`config.mk`:
```
export PLATFORM = sky130hd
export DESIGN_NAME = cam_bringup_seq
export DESIGN_NICKNAME = d
export VERILOG_FILES = /design/src/rtl/cam_bringup_seq.sv
export SDC_FILE = /design/constraint.sdc
export NUM_CORES = 1
export LEC_CHECK = 0
export CAP_MARGIN = 25
export CORE_UTILIZATION = 45
export CTS_BUF_LIST = sky130_fd_sc_hd__clkbuf_4 sky130_fd_sc_hd__clkbuf_8
export CTS_CLUSTER_DIAMETER = 60
export DETAILED_ROUTE_END_ITERATION = 8
export SYNTH_ARGS = -nofsm -noshare
export SYNTH_HDL_FRONTEND = slang
export SYNTH_SLANG_ARGS = --single-unit
```
`constraint.sdc`:
```
create_clock -name clk_50 -period 2.95 [get_ports clk_50]
set_input_delay 0.59 -clock clk_50 [delete_from_list [all_inputs] [get_ports clk_50]]
set_output_delay 0.59 -clock clk_50 [all_outputs]
set_load 0.1 [all_outputs]
```
`src/rtl/cam_bringup_seq.sv`:
```
// cam_bringup_seq: OV7670 power-up/config sequencer (clk_50, rst; start/stop/cfg_done/cfg_err in; pwdn/resetn/xclk_en/cfg_start/capture_en/ready/fault/state out); CAM_RETRY_EN enables config retries
module cam_bringup_seq #(
  parameter int T_RESET_CYC = 50000,
  parameter int T_SETTLE_CYC = 50000,
  parameter int T_CFG_TIMEOUT_CYC = 5000000,
  parameter int MAX_RETRY = 3
) (
  input logic clk_50,
  input logic rst,
  input logic start,
  input logic stop,
  input logic cfg_done,
  input logic cfg_err,
  output logic cam_pwdn,
  output logic cam_resetn,
  output logic xclk_en,
  output logic cfg_start,
  output logic capture_en,
  output logic ready,
  output logic fault,
  output logic [2:0] state
);
  typedef enum logic [2:0] {
    IDLE = 3'd0, POWER = 3'd1, SETTLE = 3'd2, CONFIG = 3'd3, RUN = 3'd4, FAULT = 3'd5
  } st_t;
  localparam int T1 = T_RESET_CYC > T_SETTLE_CYC ? T_RESET_CYC : T_SETTLE_CYC;
  localparam int TMAX = T1 > T_CFG_TIMEOUT_CYC ? T1 : T_CFG_TIMEOUT_CYC;
  localparam int CW = $clog2(TMAX) + 1;
  st_t st, nxt, fail_st;
  logic [CW-1:0] cnt;
  logic done, fail;
  assign state = st;
  always_comb begin
    done = st == CONFIG && cnt != '0 && cfg_done && !cfg_err;
    fail = st == CONFIG && cnt != '0 && (cfg_err || (!cfg_done && cnt == CW'(T_CFG_TIMEOUT_CYC - 1)));
    nxt = st;
    case (st)
      IDLE, FAULT: nxt = start ? POWER : st;
      POWER: nxt = cnt == CW'(T_RESET_CYC - 1) ? SETTLE : POWER;
      SETTLE: nxt = cnt == CW'(T_SETTLE_CYC - 1) ? CONFIG : SETTLE;
      CONFIG: nxt = fail ? fail_st : done ? RUN : CONFIG;
      RUN: nxt = RUN;
      default: nxt = IDLE;
    endcase
    if (stop) nxt = IDLE;
  end
`ifdef CAM_RETRY_EN
  localparam int RW = $clog2(MAX_RETRY + 1) + 1;
  logic [RW-1:0] retry;
  assign fail_st = retry < RW'(MAX_RETRY) ? POWER : FAULT;
  always_ff @(posedge clk_50) begin
    if (rst || nxt == IDLE || (nxt == RUN && st != RUN)) retry <= '0;
    else if (fail && retry < RW'(MAX_RETRY)) retry <= retry + 1'b1;
  end
`else
  assign fail_st = FAULT;
`endif
  always_ff @(posedge clk_50) begin
    if (rst) begin
      st <= IDLE;
      cnt <= '0;
      cam_pwdn <= 1'b1;
      cam_resetn <= 1'b0;
      xclk_en <= 1'b0;
      cfg_start <= 1'b0;
      capture_en <= 1'b0;
      ready <= 1'b0;
      fault <= 1'b0;
    end else begin
      st <= nxt;
      cnt <= nxt != st ? '0 : cnt + CW'(cnt != '1);
      cam_pwdn <= nxt == IDLE || nxt == FAULT;
      cam_resetn <= nxt == SETTLE || nxt == CONFIG || nxt == RUN;
      xclk_en <= nxt == POWER || nxt == SETTLE || nxt == CONFIG || nxt == RUN;
      cfg_start <= nxt == CONFIG && st != CONFIG;
      capture_en <= nxt == RUN;
      ready <= nxt == RUN;
      fault <= nxt == FAULT;
    end
  end
endmodule

```
======== Word-level counts from Yosys, hierarchy flattened ========
Index checks and enable logic that the tools add are counted.
operators by class
  multipliers ............................. 0
  reductions and logical operators ........ 20
  bitwise operators ....................... 0
  equal/unequal tests ..................... 15
  $add $sub $neg .......................... 1
  muxes and demuxes ....................... 7
  divide/modulo/power cells ............... 0
  shifts and indexed selects .............. 0
  magnitude comparators ................... 0
operators with widths
  cell                                             number
  adder 24 x 1 -> 24 bit                           1
  == test 24 x 16 -> 1 bit, second input constant  1
  == test 24 x 23 -> 1 bit, second input constant  1
  != test 24 bit, second input constant            1
  nonzero test 24 bit                              1
  one-hot mux 3 bit (5 select lines)               1
  == test 3 x 2 -> 1 bit, second input constant    4
  == test 3 bit, second input constant             4
  two-way mux 3 bit                                4
  logical OR 1 bit                                 7
  == test 3 x 1 -> 1 bit, second input constant    2
  logical AND 1 bit                                6
  zero test 3 bit                                  2
  OR reduction 2 bit                               2
  != test 3 x 2 -> 1 bit, second input constant    1
  != test 3 bit                                    1
  zero test 1 bit                                  2
  two-way mux 2 bit                                1
  two-way mux 1 bit                                1
storage, ports and cells
  output and inout bits ................... 10
  bits in writable memories ............... 0
  register bits ........................... 33
  memories ................................ 0
  memory bits (read-only) ................. 0
  bits of input ports ..................... 6
  word-level logic and storage cells ...... 51
  latch bits .............................. 0

======== Depth between registers and ports, before layout ========
  word-level depth ........................ 12
  gate-level depth with buffers ........... 13
  depth with buffers taken out ............ 12

======== Worst setup path after synthesis ========
OpenSTA, ideal clock, no wires.
  path type ............................... reg2reg
  from .................................... register cnt[10]
  to ...................................... register cnt[22]
  data required time ...................... 2.834 ns
  arrival ................................. 2.498 ns
  slack ................................... 0.336 ns
  library setup time ...................... 0.116 ns
  cell stages (with the launch flop) ...... 13
  period minus slack after synthesis ...... 2.614 ns
  path buffers ............................ 1
  cells stage by stage .................... dfxtp_1 buf_2 and4_1 and3_1 nand3_1 or4_1 ha_1 ha_1 nand3_1 nor3_1 and4_1 xnor2_1 nor3_2
on the way
  cells in the longest elaborated chain, start to end .. 10
  elaborated cells between the ends (all ways) .. 19
  those cells by class .................... 1 x add/sub; 4 x eq/ne; 6 x mux; 8 x reduce/logical
RTL lines
  item                                 RTL line  text
  start, declared                      30        logic [CW-1:0] cnt;
  start signal, assigned               71        cnt <= nxt != st ? '0 : cnt + CW'(cnt != '1);
  nonzero test 24 bit                  34, 35
  logical AND 1 bit                    34, 35
  logical AND 1 bit (2 in a row)       34        done = st == CONFIG && cnt != '0 && cfg_done && !cfg_err;
  two-way mux 3 bit (2 in a row)       41        CONFIG: nxt = fail ? fail_st : done ? RUN : CONFIG;
  one-hot mux 3 bit (5 select lines)   37        case (st)
  two-way mux 3 bit                    45        if (stop) nxt = IDLE;
  != test 3 bit                        71
  OR reduction 2 bit (no source line)  -
Parallel ways exist; a longest one is shown, timed or not.
A chain may end at the register's enable or synchronous reset.

======== Worst setup path after layout ========
  from .................................... register cnt[13]
  to ...................................... register cnt[22]
The elaborated chain is that of the path after synthesis.

==> flow_metrics.env <==
export IMPL_path_cells="and4_4 -> and3_1 -> nand3_1 -> or4_1 -> ha_1 -> ha_1 -> nand3_1 -> nor3_1 -> and4_1 -> xnor2_1 -> nor3_2"
export IMPL_ys_ff_latch=33
export IMPL_most_common_layout_cells="dfxtp_1, nor3_2, nor2_1, buf_4"
export IMPL_cpPeakStageDelay_ns=0.54
export IMPL_pwr_share_comb_pct=7.1
export IMPL_grt_pass1_wl_mm=6.63
export IMPL_die_h_um=67.6
export IMPL_hold_start="cnt[12]$_SDFF_PP0_"
export IMPL_num_rows=23
export IMPL_setup_viol=0
export IMPL_yosysWarnings=0
export IMPL_clockBufferDepth=2
export IMPL_crit_type="register to register"
export IMPL_place_ws_ns=0.138
export IMPL_hold_path_depth=2
export IMPL_root_buffer="clkbuf_8"
export IMPL_ioPinCount=16
export IMPL_cts_tree="done"
export IMPL_layout_commonest_cell="dfxtp_1"
export IMPL_hold_violations=0
export IMPL_fin_skew_ns=0.00758
export IMPL_relSlewSlack_pct=58.7
export IMPL_final_nets=227
export IMPL_rrSetupSlack_ns=0.14
export IMPL_overflow=0
export IMPL_fmax_mhz=356
export IMPL_clock_sinks=33
export IMPL_worst_pin_slew_ns=0.615
export IMPL_syn_inst=207
export IMPL_gp_congestion=0.933
export IMPL_ir_drop_v=0.000235
export IMPL_post_cts_buffers=0
export IMPL_drt_pass1_iter_count=4
export IMPL_die_w_um=67.6
export IMPL_synth_area_leaders="dfxtp_1, nor3_2, xnor2_1"
export IMPL_internal_power_w=0.000760
export IMPL_slew_viol_final=0
export IMPL_drv_cap=0
export IMPL_drtIter0Drc=106
export IMPL_h_tree_depth=2
export IMPL_critical_path_buf_inv_count=0
export IMPL_p_clk_share_pct=45.6
export IMPL_core_um2=4060
export IMPL_yosys_most_used_dff="dfxtp_1"
export IMPL_cp_top_family="simple AND/OR/NAND/NOR gates"
export IMPL_seq_area_frac_synth_pct=34.1
export IMPL_synth_top_area_share_pct=34.1
export IMPL_leakage_nw=0.740
export IMPL_antenna_left=0
export IMPL_grt_max_degree=25
export IMPL_async_flop_share_pct=0
export IMPL_clk_pin_slew_ns=0.07
export IMPL_setup_slack_ns=0.143
export IMPL_synth_distinct_cells=50
export IMPL_synth_top_area_cell="dfxtp_1"
export IMPL_dr_total_vias=1580
export IMPL_num_fill_cells=367
export IMPL_r2r_end="cnt[22]$_SDFF_PP0_"
export IMPL_worstPathArrival_ns=2.96
export IMPL_diodes=0
export IMPL_grt_util_all_layers_pct=19.7
export IMPL_status="complete, no violations"
export IMPL_antenna_found_initial=0
export IMPL_synth_area_um2=1940
export IMPL_min_path_type="register to register"
export IMPL_seqPwrFrac_pct=47.3
export IMPL_reg2reg_from="cnt[13]$_SDFF_PP0_"
export IMPL_switching_power_w=0.000202
export IMPL_post_route_cells_drive_above_1_share_pct=25.5
export IMPL_viasPerCell=5.85
export IMPL_swShare_pct=21.0
export IMPL_start_util_pct=47.8
export IMPL_place_hpwl_mm=2.95
export IMPL_drc_errors=0
export IMPL_hold_path_end="cnt[12]$_SDFF_PP0_"
export IMPL_grt_pass1_vias=1444
export IMPL_fin_crit_sh_pct=95.1
export IMPL_io_buffers=15
export IMPL_wl_per_cell_um=14.8
export IMPL_cts_buffers=5
export IMPL_area_delta_synth_final_pct=12.7
export IMPL_power_density_nw_per_um2=440
export IMPL_setup_worst_path_end_class="register"
export IMPL_synth_fp_nets=215
export IMPL_synth_avg_cell_area_um2=9.36
export IMPL_totalWireLength_mm=4.00
export IMPL_rsz0062_at_grt="no"
export IMPL_synth_edf_count=0
export IMPL_cp_slowest_cell="or4_1"
export IMPL_period_needed_ns=2.81
export IMPL_crit_path_start_kind="register"
export IMPL_worstRegToRegCells=11
export IMPL_cp_data_required_time_ns=3.10
export IMPL_clk_latency_ns=0.28
export IMPL_worstPathMaxFanout=5
export IMPL_finalSetupTns_ns=0
export IMPL_die_area_um2=4570
## flip-flops by register name, summed over array words and instances (netlist names)
name	flops
cam_pwdn	1
cam_resetn	1
cfg_start	1
cnt	24
fault	1
ready	1
state	3
xclk_en	1
## power groups by stage
stage	combinational [W]	clock [W]	sequential (W)
after CTS	0.0000693	0.000453	0.000455
after floorplan	0.0000433	0	0.000477
after global routing	0.0000744	0.000470	0.000455
after detailed placement	0.0000692	0	0.000465
after global placement	0.0000690	0	0.000465
final	0.0000684	0.000438	0.000455
## how the worst max path moves through the flow
stage / depth (start not counted) / start / slack, ns / to
after floorplan: 12 / cnt[10]$_SDFF_PP0_ / 0.34 / cnt[22]$_SDFF_PP0_
after global placement: 11 / cnt[12]$_SDFF_PP0_ / 0.20 / cnt[22]$_SDFF_PP0_
after detailed placement: 11 / cnt[12]$_SDFF_PP0_ / 0.14 / cnt[22]$_SDFF_PP0_
after CTS: 11 / cnt[12]$_SDFF_PP0_ / 0.12 / cnt[22]$_SDFF_PP0_
after global routing: 11 / cnt[13]$_SDFF_PP0_ / 0.01 / cnt[22]$_SDFF_PP0_
final: 11 / cnt[13]$_SDFF_PP0_ / 0.14 / cnt[22]$_SDFF_PP0_
## kinds of logic (layout without fill, tap and decap cells)
kind of cell	after synthesis	in the layout	synth area share (%)
compound gates	22	22	9.49
simple gates	111	111	39.5
fa+ha+maj	2	2	1.29
flops	33	33	34.1
buf+inv	17	30	5.68
xor+xnor	22	22	9.94
## tightest hold or removal path, delay by kind of cell, from the launching register on
family | cells | cell delay [ns]
flip-flops | 1 | 0.38
AND/OR/NAND/NOR | 1 | 0.09
XOR/XNOR | 1 | 0.09
## what timing repair did
action / in CTS / in global routing
endpoints found under the setup margin: 0 / 1
hold buffers: 0 / 0
gates resized for setup: 0 / 2
## synth_stat cells, types with 3 or more instances
master / number
a21oi_1: 3
and2_1: 3
and3_1: 3
and4_1: 6
buf_6: 5
clkbuf_1: 7
dfxtp_1: 33
nand2_1: 13
nand3_1: 13
nand4_1: 7
nor2_1: 15
nor3_1: 7
nor3_2: 21
nor3b_1: 4
or4_1: 3
xnor2_1: 12
xor2_1: 10
## through the flow
| step | util [%] | power, W | hold WS (ns) | instance area, um^2 | cells |
|---|---|---|---|---|---|
| detailed placement | 50.8 | 0.000534 | 0.607 | 2060 | 262 |
| floorplan | - | 0.000520 | 0.563 | 1940 | 207 |
| global route | 53.8 | 0.00100 | 0.637 | 2180 | 270 |
| finish | 53.8 | 0.000962 | 0.594 | 2180 | 270 |
| CTS | 53.7 | 0.000978 | 0.627 | 2180 | 270 |
| global placement | 50.8 | 0.000534 | 0.597 | 2060 | 262 |
## area by class of cell
cell class / instances / area, um^2 / share of cell area (%)
tap: 50 / 62.6 / 2.86
timing repair buffer: 20 / 163 / 7.45
sequential: 33 / 662 / 30.3
clock inverter: 1 / 30.0 / 1.37
multi-input combinational: 157 / 1170 / 53.6
clock buffer: 7 / 90.1 / 4.12
inverter: 2 / 7.51 / 0.344
## routing by layer
layer  global-route usage, %  routed length, um  up-vias  share of wire, %
met5                       0                  0        -                 0
met3                    5.91                109       10               2.7
met4                    9.84                 78        0               2.0
met1                    23.1               1790      761                45
met2                    32.2               2030       29                51
li1                        -                  -      780                 -
No activity file was read; power rests on OpenSTA's default activity.
